<file path="src/rtl/qft_pkg.sv">
// Shared widths, FSM state type and output scaling for the inverse-QFT conjugate rotator.
// Rounding mode of scale_out is selected by COMPLEX_CONJ_ROUND_EN (undefined: floor).
package qft_pkg;

  localparam int unsigned IN_W   = 8;
  localparam int unsigned TW_W   = 12;
  localparam int unsigned FRAC   = 10;
  localparam int unsigned OUT_W  = 13;
  localparam int unsigned ACC_W  = 22;
  localparam int unsigned PROD_W = IN_W + TW_W;

  // Q1.10 reference twiddle values
  localparam logic [TW_W-1:0] ONE     = 12'h400;
  localparam logic [TW_W-1:0] NEG_TWO = 12'h800;

  typedef enum logic [2:0] {
    IDLE = 3'd0,
    P0   = 3'd1,
    P1   = 3'd2,
    P2   = 3'd3,
    P3   = 3'd4,
    HOLD = 3'd5
  } state_e;

  // Drop the Q1.10 fraction; |result| <= 512 so the narrowing never clips.
  function automatic logic signed [OUT_W-1:0] scale_out(input logic signed [ACC_W-1:0] acc);
    logic signed [ACC_W-1:0] t;
    t = acc;
`ifdef COMPLEX_CONJ_ROUND_EN
    t = t + ACC_W'(2 ** (FRAC - 1));
`endif
    return OUT_W'(t >>> FRAC);
  endfunction

endpackage

</file>
<file path="src/rtl/qft_mul8x12.sv">
// Combinational signed 8x12 -> 20 multiplier, shared across the rotator's four product phases.
module qft_mul8x12
  import qft_pkg::*;
(
  input  logic signed [IN_W-1:0]   a_i,
  input  logic signed [TW_W-1:0]   b_i,
  output logic signed [PROD_W-1:0] p_o
);

  always_comb begin
    p_o = PROD_W'(a_i) * PROD_W'(b_i);
  end

endmodule

</file>
<file path="src/rtl/complex_conj_mulp_seq.sv">
// Inverse-QFT phase rotator: (in_r + j*in_i) * (cos - j*sin), one shared multiplier over 4 cycles.
// Build option: COMPLEX_CONJ_ROUND_EN selects round-half-up instead of floor on the outputs.
module complex_conj_mulp_seq
  import qft_pkg::*;
(
  input  logic                   clk,
  input  logic                   rst_n,
  input  logic                   in_valid,
  output logic                   in_ready,
  input  logic [IN_W-1:0]        in_r,
  input  logic [IN_W-1:0]        in_i,
  input  logic [TW_W-1:0]        cos_2p_by,
  input  logic [TW_W-1:0]        sin_2p_by,
  output logic                   out_valid,
  input  logic                   out_ready,
  output logic [OUT_W-1:0]       out_r,
  output logic [OUT_W-1:0]       out_i
);

  state_e                   state_q, state_d;
  logic signed [IN_W-1:0]   in_r_q, in_r_d;
  logic signed [IN_W-1:0]   in_i_q, in_i_d;
  logic signed [TW_W-1:0]   cos_q, cos_d;
  logic signed [TW_W-1:0]   sin_q, sin_d;
  logic signed [ACC_W-1:0]  acc_r_q, acc_r_d;
  logic signed [ACC_W-1:0]  acc_i_q, acc_i_d;
  logic signed [OUT_W-1:0]  out_r_q, out_r_d;
  logic signed [OUT_W-1:0]  out_i_q, out_i_d;
  logic                     out_valid_q, out_valid_d;

  logic signed [IN_W-1:0]   mul_a;
  logic signed [TW_W-1:0]   mul_b;
  logic signed [PROD_W-1:0] prod;
  logic signed [ACC_W-1:0]  prod_ext;

  // Operand schedule: P0 cos*r, P1 sin*i, P2 cos*i, P3 sin*r
  always_comb begin
    mul_a = '0;
    mul_b = '0;
    case (state_q)
      P0: begin mul_a = in_r_q; mul_b = cos_q; end
      P1: begin mul_a = in_i_q; mul_b = sin_q; end
      P2: begin mul_a = in_i_q; mul_b = cos_q; end
      P3: begin mul_a = in_r_q; mul_b = sin_q; end
      default: begin mul_a = '0; mul_b = '0; end
    endcase
  end

  qft_mul8x12 u_mul (
    .a_i (mul_a),
    .b_i (mul_b),
    .p_o (prod)
  );

  assign prod_ext = ACC_W'(prod);

  always_comb begin
    state_d     = state_q;
    in_r_d      = in_r_q;
    in_i_d      = in_i_q;
    cos_d       = cos_q;
    sin_d       = sin_q;
    acc_r_d     = acc_r_q;
    acc_i_d     = acc_i_q;
    out_r_d     = out_r_q;
    out_i_d     = out_i_q;
    out_valid_d = out_valid_q;

    case (state_q)
      IDLE: begin
        if (in_valid) begin
          in_r_d  = in_r;
          in_i_d  = in_i;
          cos_d   = cos_2p_by;
          sin_d   = sin_2p_by;
          acc_r_d = '0;
          acc_i_d = '0;
          state_d = P0;
        end
      end
      P0: begin
        acc_r_d = prod_ext;
        state_d = P1;
      end
      P1: begin
        acc_r_d = acc_r_q + prod_ext;
        state_d = P2;
      end
      P2: begin
        acc_i_d = prod_ext;
        state_d = P3;
      end
      P3: begin
        acc_i_d     = acc_i_q - prod_ext;
        out_r_d     = scale_out(acc_r_q);
        out_i_d     = scale_out(acc_i_q - prod_ext);
        out_valid_d = 1'b1;
        state_d     = HOLD;
      end
      HOLD: begin
        if (out_ready) begin
          out_valid_d = 1'b0;
          // Retire and accept on the same edge so a busy stream loses no cycle.
          if (in_valid) begin
            in_r_d  = in_r;
            in_i_d  = in_i;
            cos_d   = cos_2p_by;
            sin_d   = sin_2p_by;
            acc_r_d = '0;
            acc_i_d = '0;
            state_d = P0;
          end else begin
            state_d = IDLE;
          end
        end
      end
      default: begin
        out_valid_d = 1'b0;
        state_d     = IDLE;
      end
    endcase
  end

  always_ff @(posedge clk or negedge rst_n) begin
    if (!rst_n) begin
      state_q     <= IDLE;
      in_r_q      <= '0;
      in_i_q      <= '0;
      cos_q       <= '0;
      sin_q       <= '0;
      acc_r_q     <= '0;
      acc_i_q     <= '0;
      out_r_q     <= '0;
      out_i_q     <= '0;
      out_valid_q <= 1'b0;
    end else begin
      state_q     <= state_d;
      in_r_q      <= in_r_d;
      in_i_q      <= in_i_d;
      cos_q       <= cos_d;
      sin_q       <= sin_d;
      acc_r_q     <= acc_r_d;
      acc_i_q     <= acc_i_d;
      out_r_q     <= out_r_d;
      out_i_q     <= out_i_d;
      out_valid_q <= out_valid_d;
    end
  end

  assign in_ready  = rst_n && ((state_q == IDLE) || ((state_q == HOLD) && out_ready));
  assign out_valid = out_valid_q;
  assign out_r     = out_r_q;
  assign out_i     = out_i_q;

endmodule

</file>
<file path="config.mk">
export PLATFORM = sky130hd
export DESIGN_NAME = complex_conj_mulp_seq
export DESIGN_NICKNAME = d
export VERILOG_FILES = /design/src/rtl/qft_pkg.sv /design/src/rtl/qft_mul8x12.sv /design/src/rtl/complex_conj_mulp_seq.sv
export SDC_FILE = /design/constraint.sdc
export NUM_CORES = 1
export LEC_CHECK = 0
export CAP_MARGIN = 25
export CORE_AREA = 3 3 164 166
export CTS_CLUSTER_DIAMETER = 50
export DETAILED_ROUTE_END_ITERATION = 6
export DIE_AREA = 0 0 167 169
export SKIP_CTS_REPAIR_TIMING = 1
export SYNTH_ARGS = -nofsm -noshare
export SYNTH_HDL_FRONTEND = slang
export SYNTH_SLANG_ARGS = --single-unit
</file>
<file path="constraint.sdc">
create_clock -name clk -period 9.75 [get_ports clk]
set_input_delay 1.95 -clock clk [delete_from_list [all_inputs] [get_ports clk]]
set_output_delay 1.95 -clock clk [all_outputs]
set_load 0.005 [all_outputs]
</file>
After elaboration in Yosys (flattened, before gate mapping)

Index checks and enable logic that the tools add are counted.

Bitwise gates (word level): 1
Muxes and demuxes: 26
Equal/unequal tests: 7
Multiply operators: 1
$add $sub $neg: 2
Reduce and logical (&&, ||, !) cells: 17

Operator list:

| operator           | count |
|---|---|
| $pmux 22 s4        | 2 |
| $mux 22            | 4 |
| $pmux 12 s2        | 3 |
| $mux 12            | 4 |
| $pmux 8 s2         | 3 |
| $mux 8             | 4 |
| $add 22x20->22     | 1 |
| $sub 22x20->22     | 1 |
| $mul 8x12->20      | 1 |
| $pmux 3 s6         | 1 |
| $reduce_and 2->1   | 5 |
| $reduce_bool 4->1  | 2 |
| $reduce_or 2->1    | 4 |
| $eq 3x2->1 const B | 2 |
| $eq 3x3->1 const B | 2 |
| $mux 3             | 2 |
| $ne 2x2->1 const B | 2 |
| $reduce_or 4->1    | 1 |
| $eq 3x1->1 const B | 1 |
| $logic_not 3->1    | 1 |
| $pmux 1 s3         | 1 |
| $logic_and 1x1->1  | 2 |
| $mux 1             | 2 |
| $reduce_bool 2->1  | 1 |
| 2 further kinds    | 2 |

Input port bits: 44
Word-level logic and storage cells: 64
Output and inout port bits: 28
Register bits: 112

Logic depth before layout (Yosys ltp)

Depth after elaboration: 6
Mapped depth: 32
Mapped depth without buffers: 31

Cells and area by module

Synthesis repeated with hierarchy kept, for this count alone.

Cell total of the unflattened synthesis: 1,153
Area total of the unflattened synthesis: 10,542.6 sq um

Modules (own cells, without submodules):

| module                | seq. area each (sq um) | cells each | times used | area an instance (sq um) |
|---|---|---|---|---|
| complex_conj_mulp_seq | 2,802.7                | 740        | 1          | 6,976.7 |
| qft_mul8x12           | 0.0                    | 413        | 1          | 3,565.9 |

Worst setup path before layout

No wires, ideal clock.

Kind: reg-to-reg
Start: register state_q[0]
End: register acc_i_q[21]
Buffers on the path: 3
Arrival: 6.828 ns
Setup time: 0.137 ns
Setup slack: 2.785 ns
Required time: 9.613 ns
Cell stages (with the launch flop): 32
Clock period less this slack: 6.965 ns
Cell sequence: dfrtp_1 > clkbuf_1 > clkbuf_1 > nor2_1 > clkbuf_1 > a21oi_1 > or2_2 > fa_1 > fa_1 > inv_1 > ha_1 > inv_1 > fa_1 > inv_1 > fa_1 > a21o_1 > a21oi_1 > o21bai_1 > a31oi_1 > o21ba_2 > xnor2_1 > inv_1 > ha_1 > a21o_1 > a21oi_1 > nor3b_2 > nor3b_1 > o31ai_1 > and2_1 > mux2i_4 > a21oi_1 > a2bb2oi_1

Cells in the longest elaborated chain, start to end: 6
Elaborated cells between the ends (all ways): 18
Classes of those cells: add/sub (1); mul (1); eq/ne (6); mux (3); reduce/logical (7)

Ends and longest elaborated chain:

| item                                      | RTL line                                                 | RTL |
|---|---|---|
| from (decl)                               | complex_conj_mulp_seq.sv:20                              | `state_e state_q, state_d;` |
| from (signal assigned)                    | complex_conj_mulp_seq.sv:137                             | `state_q <= state_d;` |
| $eq 3x3->1, or another cell as far along  | complex_conj_mulp_seq.sv:40, complex_conj_mulp_seq.sv:69 |  |
| $reduce_or 2->1 (no line)                 | --                                                       |  |
| $pmux 8 s2 or $pmux 12 s2 (tied branches) | complex_conj_mulp_seq.sv:40                              | `case (state_q)` |
| $mul 8x12->20                             | qft_mul8x12.sv:11                                        | `p_o = PROD_W'(a_i) * PROD_W'(b_i);` |
| $sub 22x20->22                            | complex_conj_mulp_seq.sv:94                              | `acc_i_d = acc_i_q - prod_ext;` |
| $pmux 22 s4                               | complex_conj_mulp_seq.sv:69                              | `case (state_q)` |
| to (signal assigned)                      | complex_conj_mulp_seq.sv:143                             | `acc_i_q <= acc_i_d;` |
| to (decl)                                 | complex_conj_mulp_seq.sv:26                              | `logic signed [ACC_W-1:0] acc_i_q, acc_i_d;` |

Several ways; a longest one is shown, not always the timed one.
A chain may end at the register's enable or synchronous reset.

Worst setup path after layout

Start: register state_q[1]
End: register acc_i_q[21]

The elaborated chain is that of the path after synthesis.

==> run summary <==
The run finished with clean final reports. In the routed design, unresolved DRC markers number 0. The area of the core is 25760 sq um. The number of instances on the worst hold path is 2. The slowest stage cell on the critical path is nor2b_1.

Once layout is done, the placed cells without fillers occupy between 10000 and 15000 sq um. The slack of the worst reg-to-reg path is 1630 ps. The proportion of synthesized flip-flops having asynchronous set or reset is 1.000. The worst setup skew after layout came out at around 8.4 ps. The average instance area after synthesis came out at around 9.3 sq um. The number of setup violations in the final report came out at 0. The final critical-path required period came out at about 8100 ps. After global routing the overflow that remains totals 0. Timing would allow up to around 120 MHz.

The number of levels in the clock H-tree came out at 3. Headroom to the max-slew limit came out at 0.2357. The first global-routing pass estimated about 40000 um of wire. Counting distinct cell types in the post-synthesis netlist gives 72. The tree is rooted in a clkbuf_16. Row generation in the floorplan step produced 59 rows. The final-report max-slew violation count is 0.

The worst register-to-register path begins at state_q[1]. The pre-CTS setup slack is 1655 ps. The required time at the endpoint of the critical path is around 10000 ps. The effective utilization at floorplan came out at 0.3935. The buffer depth of the longest clock path is 2.

The number of I/O port buffers came out at 71. The TritonCTS sink count came out at ~110. The total wire length came out at around 24000 um. The maximum number of pins on one net before global-route repair came out at 65.

STA classifies the critical path endpoint as a flop. The startpoint class of the critical path is a flop. The total number of yosys warnings came out at 0.

Setup repair after global routing left no endpoint under its margin. The post-synthesis instance total is roughly 1100. The share of the Yosys chip area taken by registers is 0.2765. The flip-flop cell with the highest count after synthesis is dfrtp_1. The share of the clock period used by the worst path is 0.8328. The count of antenna-violating nets left after detailed routing is 0. The number of placed I/O pins is 72. The share of final-layout standard cells stronger than drive strength 1 came out at 0.07753. The die covers 28220 sq um.

The signal arrival time at the worst endpoint is 8360 ps. The number of cell instances on the worst register-to-register path is 28. The net count after synthesis is between 1000 and 1500. The worst setup path is of the reg2reg kind. The number of vias per cell is about 5.2. The number of antenna violations at the first check in global routing is 0. The min-delay analysis places its worst path in the category reg2reg. TritonCTS built the clock tree. In this run the most critical hold path is launched from out_i[1]. The routed wire length per instance is roughly 16 um. The delay contributed by the slowest stage of the critical path is 730 ps.

The number of clock buffers added by TritonCTS is 9. Summing all placed instances gives a cell area of roughly 11000 sq um. The highest net fanout along the worst path is 13. Detailed placement finished with a half-perimeter wire length of 18600 um. The height of the chip came out at approximately 170 um. The synthesized netlist occupies a cell area of 10140 sq um. The via count of the first global-routing pass is 7734. The clock-pin slew on the worst setup and hold paths is ~90 ps. The number of synthesized flops with an enable pin is 0.

The worst register-to-register path ends at acc_i_q[21]. The weighted congestion at the end of routability-driven global placement came out at 0.8717. The tool flagged a number of max-cap violations equal to 0.

The final worst slack is ~1600 ps. The count of endpoints failing hold in the final timing report is 0. The number of flip-flops and latches in the synthesized netlist came out at approximately 110.

For this block, the initial DRC count from the detailed router was 525. The aggregate negative setup slack is 0 ps. The total routing resource utilization after global routing came out at 0.1718. For hold timing, the worst endpoint is out_i[1]. The number of search-and-repair iterations in the first detailed-routing pass is 5.

The clock latency of the later-clocked register in the worst-skew pair came out at roughly 370 ps. For this run, the post-layout net count is about 1300. The total number of vias is a little under 8000. The layout-stage area growth over the synthesis result came out at 13.35%. At the pin with the least slew margin, the transition time is 1147 ps. The overall die width came out at around 170 um.

The share of the core filled with cells in the final layout is 0.4460.
==> area by class of cell <==
cell class              instances  area (sq um)
clock inverters                 7         73.82
diodes                          1         2.502
repair buffers                 80         775.7
inverters                     152         575.6
flip-flops and latches        112          2803
clock buffers                   9         225.2
multi-input cells             788          6616
fillers                      2502         14270
well taps                     335         419.2
==> sequential cells by signal (all words and copies together), names as in the netlist <==
name,flops
acc_i_q,22
acc_r_q,22
cos_q,12
in_i_q,8
in_r_q,8
out_i,12
out_r,12
out_valid,1
sin_q,12
state_q,3
==> synth_stat cells, drive strengths merged (5+ instances only) <==
| master | count | share of area |
|---|---|---|
| a22oi | 32 | 0.024 |
| and2 | 11 | 0.0068 |
| o211ai | 8 | 0.0064 |
| nor2 | 119 | 0.044 |
| mux2 | 42 | 0.047 |
| clkbuf | 28 | 0.010 |
| xnor2 | 36 | 0.034 |
| dfrtp | 112 | 0.28 |
| a221oi | 8 | 0.0069 |
| inv | 152 | 0.057 |
| o21a | 9 | 0.0068 |
| nand2b | 11 | 0.0068 |
| a211oi | 11 | 0.0091 |
| xor2 | 18 | 0.016 |
| or3 | 5 | 0.0031 |
| o21bai | 7 | 0.0052 |
| ha | 78 | 0.096 |
| nand2 | 94 | 0.035 |
| nor3 | 12 | 0.0070 |
| nor2b | 6 | 0.0037 |
| o221ai | 9 | 0.0078 |
| fa | 81 | 0.16 |
| buf | 9 | 0.0046 |
| a21oi | 53 | 0.026 |
| o31ai | 6 | 0.0063 |
| or2 | 15 | 0.0095 |
| a21o | 24 | 0.018 |
| o21ai | 45 | 0.024 |
==> critical path, delay by kind of cell, from the launching register on <==
kind | cells | cell delay [ps]
muxes | 1 | 170
DFF | 1 | 580
adders and majority gates | 6 | 2570
xor gates and xnor gates | 1 | 200
AOI/OAI and AO/OA | 11 | 2260
buffers and inverters | 4 | 240
and+or+nand+nor | 5 | 1960
==> layer usage <==
layer,global-route usage,vias to the layer above,share of wire
met3,0.02662,17,0.042
li1,-,3758,-
met4,0.03587,0,0.013
met1,0.2392,3829,0.48
met5,0,-,0
met2,0.2861,169,0.46
==> cells by family (layout without fill, tap and decap cells) <==
family                     Yosys count  count (layout)  share of synthesized area
and+or+nand+nor                    288             288                     0.1259
DFF                                112             112                     0.2765
other                                0               1                          0
xor gates and xnor gates            55              55                    0.05221
muxes                               45              45                    0.05085
AOI/OAI and AO/OA                  241             241                     0.1666
adders and majority gates          159             159                     0.2562
buffers and inverters              189             248                    0.07171
==> stage by stage <==
step	std cells	hold WS, ps
2_1_floorplan	1089	458.5
3_3_place_gp	1467	458.2
3_5_place_dp	1467	464.2
4_1_cts	1483	486.1
5_1_grt	1483	505.9
6_report	1484	480.2
==> placed cells by master (no fill, tap or decap), types with 5 or more instances in the layout <==
cell | Yosys | layout
o21a_1 | 8 | 8
o21bai_1 | 7 | 7
a211oi_1 | 9 | 9
nand2b_1 | 11 | 11
mux2_2 | 25 | 25
clkdlybuf4s50_1 | 0 | 70
a22oi_1 | 32 | 32
a221oi_1 | 8 | 8
mux2_1 | 17 | 17
or2_2 | 13 | 13
or3_1 | 5 | 5
o211ai_1 | 7 | 7
ha_1 | 78 | 78
xor2_1 | 18 | 18
o21ai_1 | 15 | 15
a21oi_1 | 53 | 53
buf_4 | 2 | 10
and2_1 | 11 | 10
o21ai_0 | 28 | 28
dfrtp_1 | 112 | 112
inv_1 | 151 | 151
xnor2_1 | 33 | 33
o221ai_1 | 9 | 9
nor2_1 | 119 | 116
nand2_1 | 94 | 94
fa_1 | 81 | 81
a21o_1 | 23 | 23
clkbuf_16 | 0 | 9
nor3_1 | 11 | 11
nor2b_1 | 6 | 6
==> worst max path at each step <==
stage                              to  slack, ps  depth (start not counted)  startpoint
after floorplan           acc_i_q[21]       2790                         31  state_q[0]
after CTS                 acc_i_q[21]       1650                         28  state_q[2]
after detailed placement  acc_i_q[21]       1650                         28  state_q[2]
final                     acc_i_q[21]       1630                         28  state_q[1]
after global routing      acc_i_q[19]       1050                         28  state_q[1]
after global placement    acc_i_q[21]       1850                         29  state_q[2]
Power is not shown: default switching activity piles up to over one toggle a cycle in this logic, so the estimate is an artifact.
